==> config.mk <==
export PLATFORM = sky130hd
export DESIGN_NAME = rgmii_link_ctrl
export DESIGN_NICKNAME = d
export VERILOG_FILES = /design/src/rtl/rgmii_pkg.sv /design/src/rtl/rgmii_inband_filter.sv /design/src/rtl/rgmii_link_ctrl.sv
export SDC_FILE = /design/constraint.sdc
export NUM_CORES = 1
export LEC_CHECK = 0
export CAP_MARGIN = 20
export CORE_UTILIZATION = 55
export CTS_CLUSTER_SIZE = 8
export DETAILED_ROUTE_END_ITERATION = 8
export GPL_ROUTABILITY_DRIVEN = 0
export PLACE_DENSITY = 0.82
export SLEW_MARGIN = 0
export SYNTH_ARGS = -nofsm -noshare
export SYNTH_HDL_FRONTEND = slang
export SYNTH_HIERARCHICAL = 1
export SYNTH_SLANG_ARGS = --single-unit
==> constraint.sdc <==
create_clock -name rgmii_mac_rx_clk -period 2.13 [get_ports rgmii_mac_rx_clk]
set_input_delay 0.639 -clock rgmii_mac_rx_clk [delete_from_list [all_inputs] [get_ports rgmii_mac_rx_clk]]
set_output_delay 0.639 -clock rgmii_mac_rx_clk [all_outputs]
set_load 0.03 [all_outputs]
==> src/rtl/rgmii_pkg.sv <==
// Shared RGMII link definitions: speed codes, in-band status layout, link FSM states.
package rgmii_pkg;

  localparam int unsigned SPEED_W  = 2;
  localparam int unsigned STATUS_W = 4;
  localparam int unsigned CNT_W    = 8;

  localparam logic [SPEED_W-1:0] SPEED_10   = 2'b00;
  localparam logic [SPEED_W-1:0] SPEED_100  = 2'b01;
  localparam logic [SPEED_W-1:0] SPEED_1000 = 2'b10;

  // Bit positions inside the in-band status nibble
  localparam int unsigned ST_LINK      = 0;
  localparam int unsigned ST_SPEED_LSB = 1;
  localparam int unsigned ST_DUPLEX    = 3;

  typedef logic [STATUS_W-1:0] status_t;

  typedef enum logic [1:0] {
    DOWN = 2'd0,
    UP   = 2'd1,
    PEND = 2'd2
  } link_state_t;

  // Extract the speed field from a status nibble
  function automatic logic [SPEED_W-1:0] st_speed(input status_t s);
    return s[ST_SPEED_LSB +: SPEED_W];
  endfunction

endpackage

==> src/rtl/rgmii_inband_filter.sv <==
// Validates RGMII in-band status bytes and debounces them into a one-cycle qual pulse.
module rgmii_inband_filter
  import rgmii_pkg::*;
#(
  parameter int unsigned STABLE_COUNT = 16
) (
  input  logic          rgmii_mac_rx_clk,
  input  logic          reset_n,
  input  logic [7:0]    rx_data,
  input  logic          rx_dv,
  input  logic          rx_er,
  input  logic          rx_rdy,
  output logic          qual,
  output status_t       qual_status
);

  localparam logic [CNT_W-1:0] CNT_MAX = CNT_W'(STABLE_COUNT);

  status_t          nib_c;
  logic             spd_ok_c;
  logic             smp_valid_c;
  logic             smp_vld;
  status_t          smp_st;
  status_t          cand;
  status_t          cand_d;
  logic [CNT_W-1:0] cnt;
  logic [CNT_W-1:0] cnt_d;

  assign nib_c    = rx_data[3:0];
  assign spd_ok_c = (st_speed(nib_c) == SPEED_10) || (st_speed(nib_c) == SPEED_100) ||
                    (st_speed(nib_c) == SPEED_1000);
  assign smp_valid_c = rx_rdy && !rx_dv && !rx_er && (rx_data[7:4] == rx_data[3:0]) && spd_ok_c;

  // Sample stage: capture each valid status nibble
  always_ff @(posedge rgmii_mac_rx_clk) begin
    if (!reset_n) begin
      smp_vld <= 1'b0;
      smp_st  <= '0;
    end else begin
      smp_vld <= smp_valid_c;
      if (smp_valid_c) smp_st <= nib_c;
    end
  end

  // Candidate/counter update; invalid samples leave both untouched
  always_comb begin
    cnt_d  = cnt;
    cand_d = cand;
    if (smp_vld) begin
      if (smp_st == cand) begin
        if (cnt != CNT_MAX) cnt_d = cnt + CNT_W'(1);
      end else begin
        cand_d = smp_st;
        cnt_d  = CNT_W'(1);
      end
    end
  end

  // Filter stage: counter state and qual pulse on reaching the threshold
  always_ff @(posedge rgmii_mac_rx_clk) begin
    if (!reset_n) begin
      cand <= '0;
      cnt  <= '0;
      qual <= 1'b0;
    end else begin
      cand <= cand_d;
      cnt  <= cnt_d;
      qual <= (cnt_d == CNT_MAX) && (cnt != CNT_MAX);
    end
  end

  assign qual_status = cand;

endmodule

==> src/rtl/rgmii_link_ctrl.sv <==
// RGMII link-status controller: in-band status debounce, frame-deferred speed apply, force override.
module rgmii_link_ctrl
  import rgmii_pkg::*;
#(
  parameter int unsigned        STABLE_COUNT  = 16,
  parameter logic [SPEED_W-1:0] DEFAULT_SPEED = SPEED_1000
) (
  input  logic               rgmii_mac_rx_clk,
  input  logic               reset_n,
  input  logic [7:0]         rgmii_mac_rx_data,
  input  logic               rgmii_mac_rx_dv,
  input  logic               rgmii_mac_rx_er,
  input  logic               rgmii_mac_rx_rdy,
  input  logic               cfg_force_en,
  input  logic [SPEED_W-1:0] cfg_force_speed,
  output logic [SPEED_W-1:0] link_speed,
  output logic               link_up,
  output logic               full_duplex,
  output logic               speed_change,
  output logic               frame_active
);

  link_state_t        state;
  link_state_t        nxt;
  logic               qual;
  status_t            qual_status;
  status_t            pend;
  status_t            pend_d;
  status_t            applied;
  status_t            applied_d;
  logic               apply_c;
  status_t            apply_st_c;
  logic [SPEED_W-1:0] app_speed;
  logic [SPEED_W-1:0] app_speed_d;
  logic               app_duplex;
  logic               app_duplex_d;
  logic [SPEED_W-1:0] out_speed_c;
  logic               new_status_c;

  rgmii_inband_filter #(
    .STABLE_COUNT (STABLE_COUNT)
  ) u_filter (
    .rgmii_mac_rx_clk (rgmii_mac_rx_clk),
    .reset_n          (reset_n),
    .rx_data          (rgmii_mac_rx_data),
    .rx_dv            (rgmii_mac_rx_dv),
    .rx_er            (rgmii_mac_rx_er),
    .rx_rdy           (rgmii_mac_rx_rdy),
    .qual             (qual),
    .qual_status      (qual_status)
  );

  assign new_status_c = qual && (qual_status != applied);

  // Frame tracking from DV on each byte strobe
  always_ff @(posedge rgmii_mac_rx_clk) begin
    if (!reset_n)              frame_active <= 1'b0;
    else if (rgmii_mac_rx_rdy) frame_active <= rgmii_mac_rx_dv;
  end

  // FSM state register
  always_ff @(posedge rgmii_mac_rx_clk) begin
    if (!reset_n) state <= DOWN;
    else          state <= nxt;
  end

  // FSM next state
  always_comb begin
    nxt = state;
    case (state)
      DOWN: if (qual && qual_status[ST_LINK]) nxt = UP;
      UP: begin
        if (new_status_c) begin
          if (frame_active)                  nxt = PEND;
          else if (!qual_status[ST_LINK])    nxt = DOWN;
        end
      end
      PEND: begin
        if (!frame_active) nxt = (qual ? qual_status[ST_LINK] : pend[ST_LINK]) ? UP : DOWN;
      end
      default: nxt = DOWN;
    endcase
  end

  // FSM outputs: apply strobe, status to apply, pending status
  always_comb begin
    apply_c    = 1'b0;
    apply_st_c = qual_status;
    pend_d     = pend;
    case (state)
      DOWN: if (qual && qual_status[ST_LINK]) apply_c = 1'b1;
      UP: begin
        if (new_status_c) begin
          if (frame_active) pend_d  = qual_status;
          else              apply_c = 1'b1;
        end
      end
      PEND: begin
        if (qual) pend_d = qual_status;
        if (!frame_active) begin
          apply_c    = 1'b1;
          apply_st_c = qual ? qual_status : pend;
        end
      end
      default: ;
    endcase
  end

  // Applied-status datapath; speed/duplex hold their values on link loss
  always_comb begin
    applied_d    = applied;
    app_speed_d  = app_speed;
    app_duplex_d = app_duplex;
    if (apply_c) begin
      applied_d = apply_st_c;
      if (apply_st_c[ST_LINK]) begin
        app_speed_d  = st_speed(apply_st_c);
        app_duplex_d = apply_st_c[ST_DUPLEX];
      end
    end
    out_speed_c = cfg_force_en ? cfg_force_speed : app_speed_d;
  end

  // FSM-side status registers
  always_ff @(posedge rgmii_mac_rx_clk) begin
    if (!reset_n) begin
      pend       <= '0;
      applied    <= '0;
      app_speed  <= DEFAULT_SPEED;
      app_duplex <= 1'b0;
    end else begin
      pend       <= pend_d;
      applied    <= applied_d;
      app_speed  <= app_speed_d;
      app_duplex <= app_duplex_d;
    end
  end

  // Output registers with force override
  always_ff @(posedge rgmii_mac_rx_clk) begin
    if (!reset_n) begin
      link_speed   <= DEFAULT_SPEED;
      link_up      <= 1'b0;
      full_duplex  <= 1'b0;
      speed_change <= 1'b0;
    end else begin
      link_speed   <= out_speed_c;
      link_up      <= cfg_force_en || applied_d[ST_LINK];
      full_duplex  <= app_duplex_d;
      speed_change <= (out_speed_c != link_speed);
    end
  end

endmodule

==> impl_metrics.ini, run 1 <==
[status]
status = completed

[logic_synthesis]
synthTopCellsByArea = dfxtp_1 37%, mux2i_1 11%, nor2b_1 4.5%
synth_top_area_share_pct = 37.4
synth-main-ff-cell = dfxtp_1
synth.net_count = 220
postSynthAreaPerCell_um2 = 9.54
synth_warnings = 6
syn_area_um2 = 1930
netlist_instances = 202
ys_async_sr_fraction_pct = 0
ys_seq_area_share_pct = 37.4
ys_ff_latch = 36
synth_edf_count = 0
synth_area_leader_cell = dfxtp_1
synth_commonest_cells = 36 x dfxtp_1, 22 x mux2i_1, 21 x nor2_1, 14 x nor2b_1, 8 x inv_1
synth.most_common_cell = dfxtp_1
yosysUniqueCellTypes = 57

[routing]
drt-initial-drc-count = 81
antenna_left = 0
vias_per_cell = 5.55
wire_per_inst_um = 12.9
drt-met1-wl_mm = 1.75
drc_errors = 0
vias = 1588
routed_wl_mm = 3.70
route.met3.wl_um = 140
wl_met2_mm = 1.78
drt-pass1-iter-count = 4
dr.max_layer_used = met4

[final_layout]
antenna_cells = 0
drive_gt1_share_pct = 14.6
fin_util_pct = 70.2
fin_nets = 257
final_cells = 286
synthToLayoutAreaGrowth_pct = 21.6
design_area_um2 = 2340

[min_path]
whs_endpoint = app_speed[1]$_SDFF_PN1_
worstHoldStart = app_speed[1]$_SDFF_PN1_
hold_path_class = register to register
hold_depth = 2

[placed_design]
port_buffers = 21
post-place-ws_ns = -0.0898
place_hpwl_mm = 2.82
placed_cell_area_um2 = 2260
dpl.cell_count = 278

[clock_network]
clk_latency_ns = 0.33
hold_buffers = 0
clkTransAtPathRegs_ns = 0.11
ctsResizeCount = 1
ctsRootBufferMaster = clkbuf_4
cts_buffer_depth = 2
htree_levels = 2
cts_tree = done
cts.sinks = 36
cts_buffers = 5
post_cts.repair.setup_buffers = 0

[critical_path]
cp_slowest_stage_delay_ns = 0.68
r2r_cells = 6
endpoint_kind = output pin
ff2ff_setup_slack_ns = 0.21
worstSetupPathType = register to output pin
cp_top_family = buffers and inverters
r2r-start = frame_active$_SDFFE_PN0P_
r2r-end = speed_change$_SDFF_PN0_
critical_path_required_ns = 1.49
crit_chain = clkdlybuf4s50_1
slowest_stage = clkdlybuf4s50_1
arrival_ns = 1.37
cp_max_fo = 3
critPathLaunchType = register
critical_path_buf_inv_count = 1

[sta]
hold_slack_ns = 0.503
fin_tns_setup_ns = 0
slew_headroom_pct = 61.0
drv_slew = 0
rsz0062_at_grt = false
clock_skew_ns = 0.00760
setup_viol = 0
hold_viol_final = 0
setup_ws_ns = 0.118
period_minus_slack_ns = 2.01
max_freq_ghz = 0.497
tightest_slew_ns = 0.578
fin_crit_sh_pct = 94.5

[grt]
track_usage_pct = 22.3
first_global_vias = 1429
overflow = 0
grt_pass1_wl_mm = 6.12
grt_max_degree = 18
antenna_found_initial = 0

[pwr]
finalPower_mw = 1.25
power_leakage_nw = 0.902
power_density_nw_per_um2 = 532
ir_worst_vdd_uv = 393

[floorplan]
die_x_um = 61.2
boundaryPins = 22
start_util_pct = 57.7
coreArea_um2 = 3340
dieArea_um2 = 3740
die_h_um = 61.2
fp-row-count = 21

[run]
drv_cap = 0
==> layout make-up <==
| type | instances | area (um^2) |
|---|---|---|
| multi-input cells | 152 | 1140 |
| clock buffers | 6 | 41.3 |
| inverters | 9 | 33.8 |
| flip-flops and latches | 36 | 721 |
| fillers | 262 | 993 |
| repair buffers | 35 | 314 |
| well taps | 46 | 57.6 |
| clock inverters | 2 | 35.0 |
==> cells in the final DEF (no fill, tap or decap), types with 2 or more instances in the layout <==
cell / instances
dfxtp_1: 36
nor2_1: 21
mux2i_1: 21
clkdlybuf4s50_1: 20
nor2b_1: 14
buf_4: 14
inv_1: 8
xor2_1: 7
xnor2_1: 7
a21oi_1: 6
nand2_1: 5
clkbuf_4: 5
nor3_1: 4
nand4_1: 4
nand3_1: 4
a21o_1: 3
a211oi_1: 3
nand4b_1: 3
and2_1: 3
nand2b_1: 2
nand3b_1: 2
o21a_1: 2
nor3b_1: 2
and3_2: 2
o211a_1: 2
o2111a_1: 2
o21ai_0: 2
ha_1: 2
==> registers in the layout, summed over array words and instances (netlist names) <==
register	count
u_filter/smp_vld	1
link_speed	2
applied	4
full_duplex	1
frame_active	1
u_filter/smp_st	4
u_filter/qual	1
state	2
u_filter/qual_status	4
link_up	1
speed_change	1
u_filter/cnt	8
pend	4
app_speed	2
==> report_power, final <==
group / internal (mW) / total, mW / leakage, nW / switching (mW)
Sequential: 0.679 / 0.683 / 0.291 / 0.00433
Combinational: 0.0545 / 0.0997 / 0.569 / 0.0452
Clock: 0.246 / 0.464 / 0.0422 / 0.218
==> per-layer routing <==
layer	track usage (%)	vias up
met2	37.1	36
met1	28.8	743
li1	-	807
met3	5.04	2
met4	6.82	0
met5	0	-
==> how the worst max path moves through the flow <==
stage / from / cells past startpoint / endpoint / slack [ns]
3_3_place_gp: rgmii_mac_rx_data[5] / 5 / u_filter/smp_st[2]$_SDFFE_PN0P_ / -0.008
6_report: link_speed[0]$_SDFF_PN0_ / 1 / link_speed[0] / 0.12
2_1_floorplan: frame_active$_SDFFE_PN0P_ / 7 / speed_change$_SDFF_PN0_ / 0.09
3_5_place_dp: rgmii_mac_rx_data[2] / 5 / u_filter/smp_st[1]$_SDFFE_PN0P_ / -0.09
4_1_cts: link_speed[0]$_SDFF_PN0_ / 1 / link_speed[0] / 0.09
5_1_grt: frame_active$_SDFFE_PN0P_ / 6 / speed_change$_SDFF_PN0_ / 0.04
==> cell families after synthesis <==
| kind of cell | Yosys count | synth area share [%] |
|---|---|---|
| flops | 36 | 37.4 |
| mux | 23 | 12.0 |
| xor+xnor | 14 | 6.36 |
| simple gates | 76 | 23.2 |
| buf+inv | 14 | 3.57 |
| compound gates | 37 | 16.2 |
| fa+ha+maj | 2 | 1.30 |
Note: power is estimated with default switching activity, not from simulation.
==> run 2, diff against run 1 <==
Settings changed: CELL_PAD_IN_SITES_DETAIL_PLACEMENT set to 1, CELL_PAD_IN_SITES_GLOBAL_PLACEMENT set to 2, CORE_UTILIZATION 55 to 35, PLACE_DENSITY 0.82 to 0.83.
==> impl_metrics.ini, run 2 (same netlist as run 1, synthesis figures left out) <==
[status]
status = completed

[final_layout]
final_cell_mix = 35 x dfxtp_1, 21 x nor2_1, 20 x mux2i_1, 20 x clkdlybuf4s50_1, 16 x buf_4
synthToLayoutAreaGrowth_pct = 25.2
regMostFlops = u_filter/cnt
largest_register_ffs = 8
antenna_cells = 0
final_common_cell = dfxtp_1
drive_gt1_share_pct = 16.1
design_area_um2 = 2410
fin_nets = 259

[critical_path]
critPathLaunchType = register
cp_top_family = buffers and inverters
r2r-start = applied[3]$_SDFFE_PN0N_
endpoint_kind = output pin
r2r-end = speed_change$_SDFF_PN0_
worstSetupPathType = register to output pin
ff2ff_setup_slack_ns = 0.20
critical_path_required_ns = 1.49
cp_max_fo = 3
r2r_cells = 6
crit_chain = clkdlybuf4s50_1
arrival_ns = 1.31
cp_slowest_stage_delay_ns = 0.67
critical_path_buf_inv_count = 1
slowest_stage = clkdlybuf4s50_1

[floorplan]
fp-row-count = 26
die_h_um = 76.2
boundaryPins = 22
die_x_um = 76.2
coreArea_um2 = 5200
dieArea_um2 = 5810
start_util_pct = 37.0

[sta]
period_minus_slack_ns = 1.95
slew_headroom_pct = 61.3
hold_viol_final = 0
tightest_slew_ns = 0.575
setup_viol = 0
fin_tns_setup_ns = 0
max_freq_ghz = 0.512
clock_skew_ns = 0.00532
fin_crit_sh_pct = 91.6
drv_slew = 0
rsz0062_at_grt = false

[grt]
grt_max_degree = 19
overflow = 0
track_usage_pct = 17.3
grt_pass1_wl_mm = 7.87
first_global_vias = 1572
antenna_found_initial = 0

[pwr]
ir_worst_vdd_uv = 291
power_leakage_nw = 0.920
power_density_nw_per_um2 = 536

[clock_network]
cts_buffer_depth = 2
ctsRootBufferMaster = clkbuf_8
clkTransAtPathRegs_ns = 0.07
htree_levels = 2
post_cts.repair.setup_buffers = 0
cts.sinks = 36
cts_buffers = 5
cts_tree = done
clk_latency_ns = 0.29

[routing]
routed_wl_mm = 4.60
wire_per_inst_um = 14.7
antenna_left = 0
drt-pass1-iter-count = 4
drt-initial-drc-count = 25
vias = 1580
vias_per_cell = 5.06
drc_errors = 0

[placed_design]
port_buffers = 21
place_hpwl_mm = 3.60
placed_cell_area_um2 = 2310

[min_path]
hold_depth = 2
worstHoldStart = app_speed[1]$_SDFF_PN1_
hold_path_class = register to register
whs_endpoint = app_speed[1]$_SDFF_PN1_

[run]
drv_cap = 0
## run 2: changes by cell type in the layout (fill, tap and decap cells not counted)
cell       previous run  this run
clkbuf_8              0         6
clkbuf_4              5         0
buf_4                14        16
bufinv_16             1         0
clkbuf_1              1         2
clkinv_2              1         0
dfxtp_1              36        35
dfxtp_2               0         1
mux2i_1              21        20
mux2i_2               1         2
nor3b_1               2         1
nor3b_2               0         1
## run 2: worst max-delay path by stage
stage                                          from                         endpoint  slack [ns]  depth (start not counted)
after detailed placement       rgmii_mac_rx_data[2]  u_filter/smp_st[1]$_SDFFE_PN0P_       -0.06                          5
after global placement         rgmii_mac_rx_data[2]  u_filter/smp_st[2]$_SDFFE_PN0P_       -0.02                          5
after global routing       u_filter/qual$_SDFF_PN0_          speed_change$_SDFF_PN0_        0.01                          7
final                      link_speed[1]$_SDFF_PN1_                    link_speed[1]        0.18                          1
after CTS                 frame_active$_SDFFE_PN0P_          speed_change$_SDFF_PN0_        0.09                          6
after floorplan           frame_active$_SDFFE_PN0P_          speed_change$_SDFF_PN0_        0.09                          7
## run 2: through the flow
step / power [mW] / util (%) / hold WS (ns) / std cells / worst slack [ns]
6_report: 1.29 / 46.3 / 0.493 / 312 / 0.178
5_1_grt: 1.35 / 46.3 / 0.537 / 312 / 0.0136
4_1_cts: 1.30 / 46.1 / 0.492 / 312 / 0.0904
3_5_place_dp: 0.805 / 44.4 / 0.474 / 304 / -0.0617
3_3_place_gp: 0.804 / 44.4 / 0.464 / 304 / -0.0200
2_1_floorplan: 0.744 / - / 0.443 / 202 / 0.0882
## run 2: where the power goes
part	switching, mW	internal, mW	total, mW
Sequential	0.00417	0.679	0.683
Clock	0.241	0.264	0.505
Combinational	0.0485	0.0566	0.105
## run 2: layout make-up
| type | instances | area, um^2 |
|---|---|---|
| clock buffers | 8 | 90.1 |
| fillers | 618 | 2790 |
| inverters | 9 | 33.8 |
| multi-input cells | 152 | 1150 |
| flip-flops and latches | 36 | 722 |
| well taps | 70 | 87.6 |
| repair buffers | 37 | 329 |
## run 2: worst register-to-register path, stage by stage, from the launching register on
cell and delay (ns):
dfxtp_1 0.33, xor2_1 0.18, o41ai_2 0.61, o31ai_4 0.12
mux2i_1 0.28, and2_0 0.17, o2111ai_1 0.12
## run 2: routing by layer
layer	track usage [%]	share of wire, %	vias to the layer above
met1	23.4	51	742
li1	-	-	812
met3	3.95	2.6	5
met2	26.6	45	21
met4	6.92	1.5	0
met5	0	0	-
## run 2: what timing repair did
action / CTS / global route
pin swaps: 0 / 1
setup endpoints to repair: 1 / 1
cloned: 0 / 0
endpoints found under the hold margin: 0 / 0
hold buffers: 0 / 0
resized for setup: 1 / 4
